File: src/rtl/bit_stream_serializer_if.sv
`default_nettype none
// ============================================================================
//  Module      : bit_stream_serializer_if
//  Description : Word handshake and serial output bundle for
//                bit_stream_serializer.
//                master = upstream word source / downstream observer side
//                slave  = serializer side
//  Signals     : din        [WIDTH] parallel word (master -> slave)
//                din_valid  [1]     din holds a word (master -> slave)
//                din_ready  [1]     serializer accepts a word (slave -> master)
//                en         [1]     shift enable, 0 freezes (master -> slave)
//                x          [1]     serial bit, MSB first (slave -> master)
//                x_valid    [1]     x carries a data bit (slave -> master)
//                frame_done [1]     pulse with last bit of frame (slave -> master)
//  Revision    : 1.0 - initial release
// ============================================================================
interface bit_stream_serializer_if #(
   parameter int WIDTH = 8
);
   logic [WIDTH-1:0] din;
   logic             din_valid;
   logic             din_ready;
   logic             en;
   logic             x;
   logic             x_valid;
   logic             frame_done;

   modport master (
      output din, din_valid, en,
      input  din_ready, x, x_valid, frame_done
   );

   modport slave (
      input  din, din_valid, en,
      output din_ready, x, x_valid, frame_done
   );
endinterface
`default_nettype wire

File: src/rtl/bit_stream_serializer.sv
`default_nettype none
// ============================================================================
//  Module      : bit_stream_serializer
//  Description : Parallel-to-serial front end for the 1101 sequence detector.
//                Loads WIDTH-bit words over valid/ready and emits them
//                MSB-first, one bit per enabled clock, with gap-free
//                back-to-back frames and a freeze enable.
//  Ports       : clk  - system clock, rising edge
//                clr  - synchronous reset, active-high
//                bus  - bit_stream_serializer_if.slave
//                       (din, din_valid, din_ready, en, x, x_valid, frame_done)
//  Parameters  : WIDTH    - word length, 2..32
//                IDLE_BIT - value on x while no word is being shifted
//  Options     : SERIALIZER_PARITY_EN - when defined, appends an even parity
//                bit after the data bits (frame = WIDTH+1 bits)
//  Revision    : 1.0 - initial release
// ============================================================================
module bit_stream_serializer #(
   parameter int   WIDTH    = 8,
   parameter logic IDLE_BIT = 1'b0
) (
   input  wire logic              clk,
   input  wire logic              clr,
   bit_stream_serializer_if.slave bus
);

   localparam int               CNT_W  = ($clog2(WIDTH) > 1) ? $clog2(WIDTH) : 1;
   localparam logic [CNT_W-1:0] C_LAST = CNT_W'(WIDTH - 1);

`ifdef SERIALIZER_PARITY_EN
   typedef enum logic [1:0] {
      ST_IDLE   = 2'd0,
      ST_SHIFT  = 2'd1,
      ST_PARITY = 2'd2
   } state_t;
`else
   typedef enum logic [1:0] {
      ST_IDLE   = 2'd0,
      ST_SHIFT  = 2'd1
   } state_t;
`endif

   state_t           state_q;
   logic [CNT_W-1:0] cnt_q;
   logic [CNT_W-1:0] cnt_d;
   logic [WIDTH-1:0] shift_q;
   logic             x_q;
   logic             x_valid_q;
   logic             frame_done_q;
   logic             ready_state;
   logic             load;
`ifdef SERIALIZER_PARITY_EN
   logic             parity_q;
`endif

   assign cnt_d = cnt_q + 1'b1;

   // States in which a new word may be taken. The final bit of a frame
   // accepts the next word so consecutive frames run without a bubble.
   always_comb begin
      ready_state = 1'b0;
      case (state_q)
         ST_IDLE:   ready_state = 1'b1;
`ifdef SERIALIZER_PARITY_EN
         ST_SHIFT:  ready_state = 1'b0;
         ST_PARITY: ready_state = 1'b1;
`else
         ST_SHIFT:  ready_state = (cnt_q == C_LAST);
`endif
         default:   ready_state = 1'b0;
      endcase
   end

   assign bus.din_ready = ~clr & bus.en & ready_state;
   assign load          = bus.din_valid & bus.din_ready;

   always_ff @(posedge clk) begin
      if (clr) begin
         state_q      <= ST_IDLE;
         cnt_q        <= '0;
         shift_q      <= '0;
         x_q          <= IDLE_BIT;
         x_valid_q    <= 1'b0;
         frame_done_q <= 1'b0;
`ifdef SERIALIZER_PARITY_EN
         parity_q     <= 1'b0;
`endif
      end else if (bus.en) begin
         // frame_done is a single pulse; only entering the final bit sets it
         frame_done_q <= 1'b0;
         if (load) begin
            state_q   <= ST_SHIFT;
            cnt_q     <= '0;
            shift_q   <= bus.din;
            x_q       <= bus.din[WIDTH-1];
            x_valid_q <= 1'b1;
`ifdef SERIALIZER_PARITY_EN
            parity_q  <= ^bus.din;
`endif
         end else begin
            case (state_q)
               ST_SHIFT: begin
                  if (cnt_q == C_LAST) begin
`ifdef SERIALIZER_PARITY_EN
                     state_q      <= ST_PARITY;
                     x_q          <= parity_q;
                     x_valid_q    <= 1'b1;
                     frame_done_q <= 1'b1;
`else
                     // Counter is left at its last value; it only
                     // restarts on the next load.
                     state_q      <= ST_IDLE;
                     x_q          <= IDLE_BIT;
                     x_valid_q    <= 1'b0;
`endif
                  end else begin
                     shift_q      <= {shift_q[WIDTH-2:0], 1'b0};
                     x_q          <= shift_q[WIDTH-2];
                     x_valid_q    <= 1'b1;
                     cnt_q        <= cnt_d;
`ifdef SERIALIZER_PARITY_EN
                     frame_done_q <= 1'b0;
`else
                     frame_done_q <= (cnt_d == C_LAST);
`endif
                  end
               end
`ifdef SERIALIZER_PARITY_EN
               ST_PARITY: begin
                  state_q   <= ST_IDLE;
                  x_q       <= IDLE_BIT;
                  x_valid_q <= 1'b0;
               end
`endif
               default: begin
                  state_q   <= ST_IDLE;
                  x_q       <= IDLE_BIT;
                  x_valid_q <= 1'b0;
               end
            endcase
         end
      end else begin
         // Frozen: everything holds except the done pulse, which must not
         // repeat while the last bit is held on x.
         frame_done_q <= 1'b0;
      end
   end

   assign bus.x          = x_q;
   assign bus.x_valid    = x_valid_q;
   assign bus.frame_done = frame_done_q;

endmodule
`default_nettype wire
File: src/flat_wrapper.sv
// flat-port wrapper written by rule: the top's interface ports become plain ports
module bit_stream_serializer_flat 
#(
   parameter int   WIDTH    = 8,
   parameter logic IDLE_BIT = 1'b0
)
  (clk, clr, bus_din, bus_din_valid, bus_en, bus_din_ready, bus_x, bus_x_valid, bus_frame_done);
  bit_stream_serializer_if #(.WIDTH(WIDTH)) bus_i ();
  input  wire logic clk;
  input  wire logic clr;
  input wire logic [$bits(bus_i.din)-1:0] bus_din;
  input wire logic [$bits(bus_i.din_valid)-1:0] bus_din_valid;
  input wire logic [$bits(bus_i.en)-1:0] bus_en;
  output wire logic [$bits(bus_i.din_ready)-1:0] bus_din_ready;
  output wire logic [$bits(bus_i.x)-1:0] bus_x;
  output wire logic [$bits(bus_i.x_valid)-1:0] bus_x_valid;
  output wire logic [$bits(bus_i.frame_done)-1:0] bus_frame_done;
  assign bus_i.din = bus_din;
  assign bus_i.din_valid = bus_din_valid;
  assign bus_i.en = bus_en;
  assign bus_din_ready = bus_i.din_ready;
  assign bus_x = bus_i.x;
  assign bus_x_valid = bus_i.x_valid;
  assign bus_frame_done = bus_i.frame_done;
  bit_stream_serializer #(.WIDTH(WIDTH), .IDLE_BIT(IDLE_BIT)) u_core (.clk(clk), .clr(clr), .bus(bus_i));
endmodule
File: config.mk
export PLATFORM = sky130hd
export DESIGN_NAME = bit_stream_serializer_flat
export DESIGN_NICKNAME = d
export VERILOG_FILES = /design/src/rtl/bit_stream_serializer_if.sv /design/src/rtl/bit_stream_serializer.sv /design/src/flat_wrapper.sv
export SDC_FILE = /design/constraint.sdc
export NUM_CORES = 1
export LEC_CHECK = 0
export BUFFER_PORTS_ARGS = -buffer_cell sky130_fd_sc_hd__buf_2
export CORE_MARGIN = 2
export CORE_UTILIZATION = 30
export DETAILED_ROUTE_END_ITERATION = 10
export PLACE_DENSITY = 0.56
export SETUP_SLACK_MARGIN = 0.5
export SLEW_MARGIN = 20
export SYNTH_ARGS = -nofsm -noshare
export SYNTH_HDL_FRONTEND = slang
export SYNTH_SLANG_ARGS = --single-unit
export TNS_END_PERCENT = 30
File: constraint.sdc
create_clock -name clk -period 1.6 [get_ports clk]
set_input_delay 0.24 -clock clk [delete_from_list [all_inputs] [get_ports clk]]
set_output_delay 0.24 -clock clk [all_outputs]
set_load 0.01 [all_outputs]
* Word level (Yosys, flattened, before mapping)
Cells that the tools add are included.
** Word-level totals
- Word-level logic and storage cells :: 39
- Output and inout bits :: 4
- Input bits :: 12
- Flip-flop bits (word level) :: 15
** Operators by class
- Eq/ne operators :: 5
- Bitwise operators :: 6
- Add/subtract/negate cells :: 1
- Reductions and logical operators :: 5
- Mux-type cells :: 16
** Operators with widths (number)
- 7-bit 2-to-1 mux :: 3
- 3-bit 2-to-1 mux :: 3
- 3-bit == test (second input constant) :: 2
- 1-bit 2-to-1 mux :: 6
- 2-bit 2-to-1 mux :: 3
- 5-bit OR reduction :: 1
- 3-bit by 1-bit adder with 3-bit output (second input constant) :: 1
- 1-bit bitwise AND :: 3
- 3-bit by 1-bit inequality test with 1-bit output (second input constant) :: 1
- 1-bit NOT :: 3
- 3-bit AND reduction :: 1
- 2-bit by 1-bit == test with 1-bit output (second input constant) :: 1
- 2-bit logical NOT :: 1
- 2-bit by 1-bit inequality test with 1-bit output (second input constant) :: 1
- 1-bit case mux with 2 select lines :: 1
- 2-bit AND reduction :: 1
- 2-bit nonzero test :: 1

* Longest topological paths before layout
- Depth after elaboration :: 6
- Gate-level depth with buffers :: 8
- Depth with buffers taken out :: 6

* Worst setup path before layout
Ideal clock, no wire load.
- Path type :: reg2reg
- Start point :: register u_core.cnt_q[1]
- End point :: register u_core.shift_q[2]
- Cell stages (with the launch flop) :: 9
- Buffers on the path :: 2
- Library setup time :: 0.134 ns
- Setup slack :: 0.054 ns
- Required time :: 1.466 ns
- Clock period less this slack :: 1.546 ns
- Arrival :: 1.412 ns
- Cells stage by stage :: dfxtp_1 ha_1 ha_1 nor2b_4 buf_6 nor3b_2 buf_6 mux2i_1 a211oi_1
** Between the ends
- Word-level cells in the longest chain between the ends :: 6
** Ends and longest elaborated chain
- start: declaration :: line bit_stream_serializer.sv:44 : logic [CNT_W-1:0] cnt_q;
- start signal: assignment :: line bit_stream_serializer.sv:120 : cnt_q <= cnt_d;
- 3-bit == test (*) :: line bit_stream_serializer.sv:68, bit_stream_serializer.sv:103
- 1-bit case mux with 2 select lines :: line bit_stream_serializer.sv:62 : case (state_q)
- 1-bit bitwise AND :: line bit_stream_serializer.sv:74 : assign bus.din_ready = ~clr & bus.en & ready_state;
- 1-bit bitwise AND :: line bit_stream_serializer.sv:75 : assign load = bus.din_valid & bus.din_ready;
- 2-bit by 1-bit inequality test with 1-bit output (no source line) or 2-bit nonzero test (tied branches)
- 3-bit AND reduction (no source line)
- end signal: assignment :: line bit_stream_serializer.sv:94 : shift_q <= bus.din;
- end signal: assignment :: line bit_stream_serializer.sv:117 : shift_q <= {shift_q[WIDTH-2:0], 1'b0};
- end: declaration :: line bit_stream_serializer.sv:46 : logic [WIDTH-1:0] shift_q;
Mark *: on every way between the ends. The rest lies on a longest branch, timed or not.
A chain may end at the register's enable or synchronous reset.

* Final worst setup path
- Start point :: register u_core.cnt_q[1]
- End point :: output bus_din_ready
** Between the ends
- Word-level cells in the longest chain between the ends :: 3
** Ends and longest elaborated chain
- 3-bit == test :: line bit_stream_serializer.sv:68 : ST_SHIFT: ready_state = (cnt_q == C_LAST);
- 1-bit case mux with 2 select lines :: line bit_stream_serializer.sv:62
- 1-bit bitwise AND :: line bit_stream_serializer.sv:74
- end: declaration :: line flat_wrapper.sv:14 : output wire logic [$bits(bus_i.din_ready)-1:0] bus_din_ready;
No other way between the ends.

==> reports/summary.txt <==
Crit path buf inv count -> 2
GR Layer Usage met2 -> 17.3%
Die X -> 50.9 um
Remaining DRCs -> 0
Commonest cells after routing, fill and taps aside -> buf_2 (15), dfxtp_1 (12), nor2_1 (10), buf_4 (6)
Reg-to-Reg Start -> u_core.cnt_q[1]$_SDFFE_PP0P_
Max Fanout on Critical Path -> 3
Gr usage total -> 11.3%
Final-report setup violation count -> 0
Multi-input logic area -> 415 sq um
TritonCTS clock tree -> done
CP endpoint kind -> output pin
First-pass GRT wire length -> 2.18 mm
Finished Core Util -> 45.8%
Fin. max-slew vios -> 0
Vert. Die Dim -> 50.9 um
Clk buf depth -> 2
Worst skew pair latency -> 0.27 ns
FILL cells -> 204
MaxCap Viol Count -> 0
Post-route ant nets -> 0
Met1 Resource Use GR -> 14.9%
Skew final -> 0.00245 ns
Synth top area share -> 42.5%
RSZ-0062 raised after global routing -> yes
Hold slack -> 0.230 ns
Total CTS buffers -> 3
Peak Freq -> 0.633 GHz
Gate Count Post-Synth -> 71
Largest net degree at the start of global routing -> 12
Share of post-route cells with drive strength above 1 -> 47.9%
Post-DP HPWL -> 921 um
Vias in the first global route -> 517
Max IR drop VDD -> 0.339 mV
Root Driver -> clkbuf_4
Nets@finish -> 110
Final Cycle Share -> 98.8%
Most common cell after layout, fill and taps aside -> buf_2
Fin. Hold Viols -> 0
TritonRoute pass-1 iters -> 4
Syn. warnings -> 0
Cell taking the most area after synthesis -> dfxtp_1
Port bufs -> 15
Overall routed net length -> 1.51 mm
P per Cell Area -> 815 nW/um^2
Post-synthesis sequential area ratio -> 42.5%
Post-route minimum period -> 1.58 ns
Total power -> 754 uW
Die Area -> 2590 sq um
DR iter-0 viols -> 8
Slew @ Worst Pin -> 0.262 ns
Hold path cells -> 3
Setup_tns -> 0 ns
Crit path top cell by count -> ha_4
Worst hold path endpoint -> u_core.shift_q[0]$_SDFFE_PP0P_
Gr ovfl total -> 0
Sequential Area -> 283 sq um
R2r setup slk -> 0.04 ns
Met3 Resource Use GR -> 1.75%
Mean post-synth cell area -> 9.29 sq um
Critical Path RT -> 1.36 ns
Ant diodes -> 0
Post-DR wirelength/cell -> 12.5 um
# IOs -> 16
Reg2Reg Depth -> 8
Hold crit path type -> primary input to flip-flop
Core region area -> 2020 sq um
Slew HR -> 82.4%
Cell variety after synth -> 23
Finished Layout Cells -> 121
Antenna violations before repair -> 0
Syn_nets -> 86
Crit Path Category -> flip-flop to output pin
H-tree depth -> 1
Reg-to-Reg End -> u_core.shift_q[6]$_SDFFE_PP0P_
Top Usage Layer GRT -> met2
Status -> finished, final reports clean
Initial Utilization -> 32.6%
Crit path depth -> 6
Area grow syn2layout -> 40.4%
Clk slew on worst S/H paths -> 0.09 ns
# rows -> 16
Vias per cell -> 4.86
Vias -> 588
# hold bufs at CTS -> 0
Sink Count -> 14
Arr. time, crit path -> 1.34 ns
Family with the most delay on the worst path -> flip-flops
Yosys reg bits -> 14
Worst Hold Launch -> bus_din[0]
Cells along the critical path -> ha_4 -> ha_4 -> nor2b_4 -> buf_6 -> nor2_2 -> buf_2
CP max stage cell -> dfxtp_2
Post-Place Cells -> 112
Leak -> 0.000352 uW
Top area cells in the synthesized netlist -> dfxtp_1 (43%), mux2i_1 (7.6%), a211oi_1 (6.8%)
Area of the mapped netlist -> 659 sq um
Setup crit start kind -> flip-flop
Routability cong. -> 0.684
Max incr delay on CP -> 0.34 ns
==> metal layers <==
metal	wire length (um)	up-vias
li1	-	291
met1	698	280
met2	710	15
met3	78	2
met4	19	0
met5	0	-
==> power breakdown <==
group	total (uW)	switching, uW	internal [uW]
registers	376	9.53	366
logic	128	64.5	63.7
clock network	250	112	138
total	754	186	568
==> cells by family (layout without fill, tap and decap cells) <==
group                    after synthesis  in the layout  share of synthesized area [%]
buffers and inverters                  6             29                           5.88
flip-flops                            14             14                           42.5
AND/OR/NAND/NOR                       26             26                           20.9
multiplexers                           5              5                           7.59
AO/OA/AOI/OAI                         17             17                           17.5
adder cells (fa/ha/maj)                3              3                           5.69
==> through the flow <==
stage,setup WS [ns],cell area [sq um]
floorplan,0.147,689
global placement,0.104,791
detailed placement,0.0541,791
CTS,0.0228,867
global route,-0.0525,926
finish,0.0193,926
==> cells in the mapped netlist, drive strengths merged <==
cell type / n
dfxtp: 14
nor2: 11
a211oi: 6
nand2: 6
mux2i: 5
a21oi: 4
buf: 3
ha: 3
nand2b: 3
a22oi: 2
clkbuf: 2
nand3: 2
nor2b: 2
nor3b: 2
o21ai: 2
a2bb2oi: 1
a311oi: 1
inv: 1
o21a: 1
==> registers in the layout (all words and copies together) (netlist names) <==
name,flops
u_core.bus.x,1
u_core.bus.x_valid,1
u_core.bus.frame_done,1
u_core.cnt_q,3
u_core.state_q,1
u_core.shift_q,7
==> cell type report <==
class	instances	area share, %
inverter	1	0.405
clock buffer	4	3.92
timing repair buffer	24	16.6
sequential	14	30.5
multi-input combinational	51	44.9
tap	27	3.65
==> what timing repair did <==
| action | CTS | global route |
|---|---|---|
| endpoints found under the setup margin | 14 | 14 |
| gates cloned | 0 | 1 |
| setup buffers | 4 | 0 |
| pin swaps | 2 | 4 |
| resized for setup | 3 | 14 |
==> worst register-to-register path, stage by stage (launching register included) <==
cell	delay (ns)
dfxtp_2	0.36
ha_4	0.14
ha_4	0.13
nor2b_4	0.05
buf_6	0.12
nor3b_4	0.21
buf_4	0.18
mux2i_1	0.18
a211oi_1	0.09
==> worst max path at each step <==
stage                            startpoint                              to  slack [ns]
6_report       u_core.cnt_q[1]$_SDFFE_PP0P_                   bus_din_ready        0.02
5_1_grt        u_core.cnt_q[1]$_SDFFE_PP0P_       u_core.bus.x$_SDFFE_PP0P_       -0.05
4_1_cts        u_core.cnt_q[0]$_SDFFE_PP0P_                   bus_din_ready        0.02
3_5_place_dp   u_core.cnt_q[1]$_SDFFE_PP0P_  u_core.shift_q[2]$_SDFFE_PP0P_        0.05
3_3_place_gp   u_core.cnt_q[1]$_SDFFE_PP0P_  u_core.shift_q[3]$_SDFFE_PP0P_        0.10
2_1_floorplan  u_core.cnt_q[1]$_SDFFE_PP0P_  u_core.shift_q[2]$_SDFFE_PP0P_        0.15
Power figures use the tool's default switching activity.
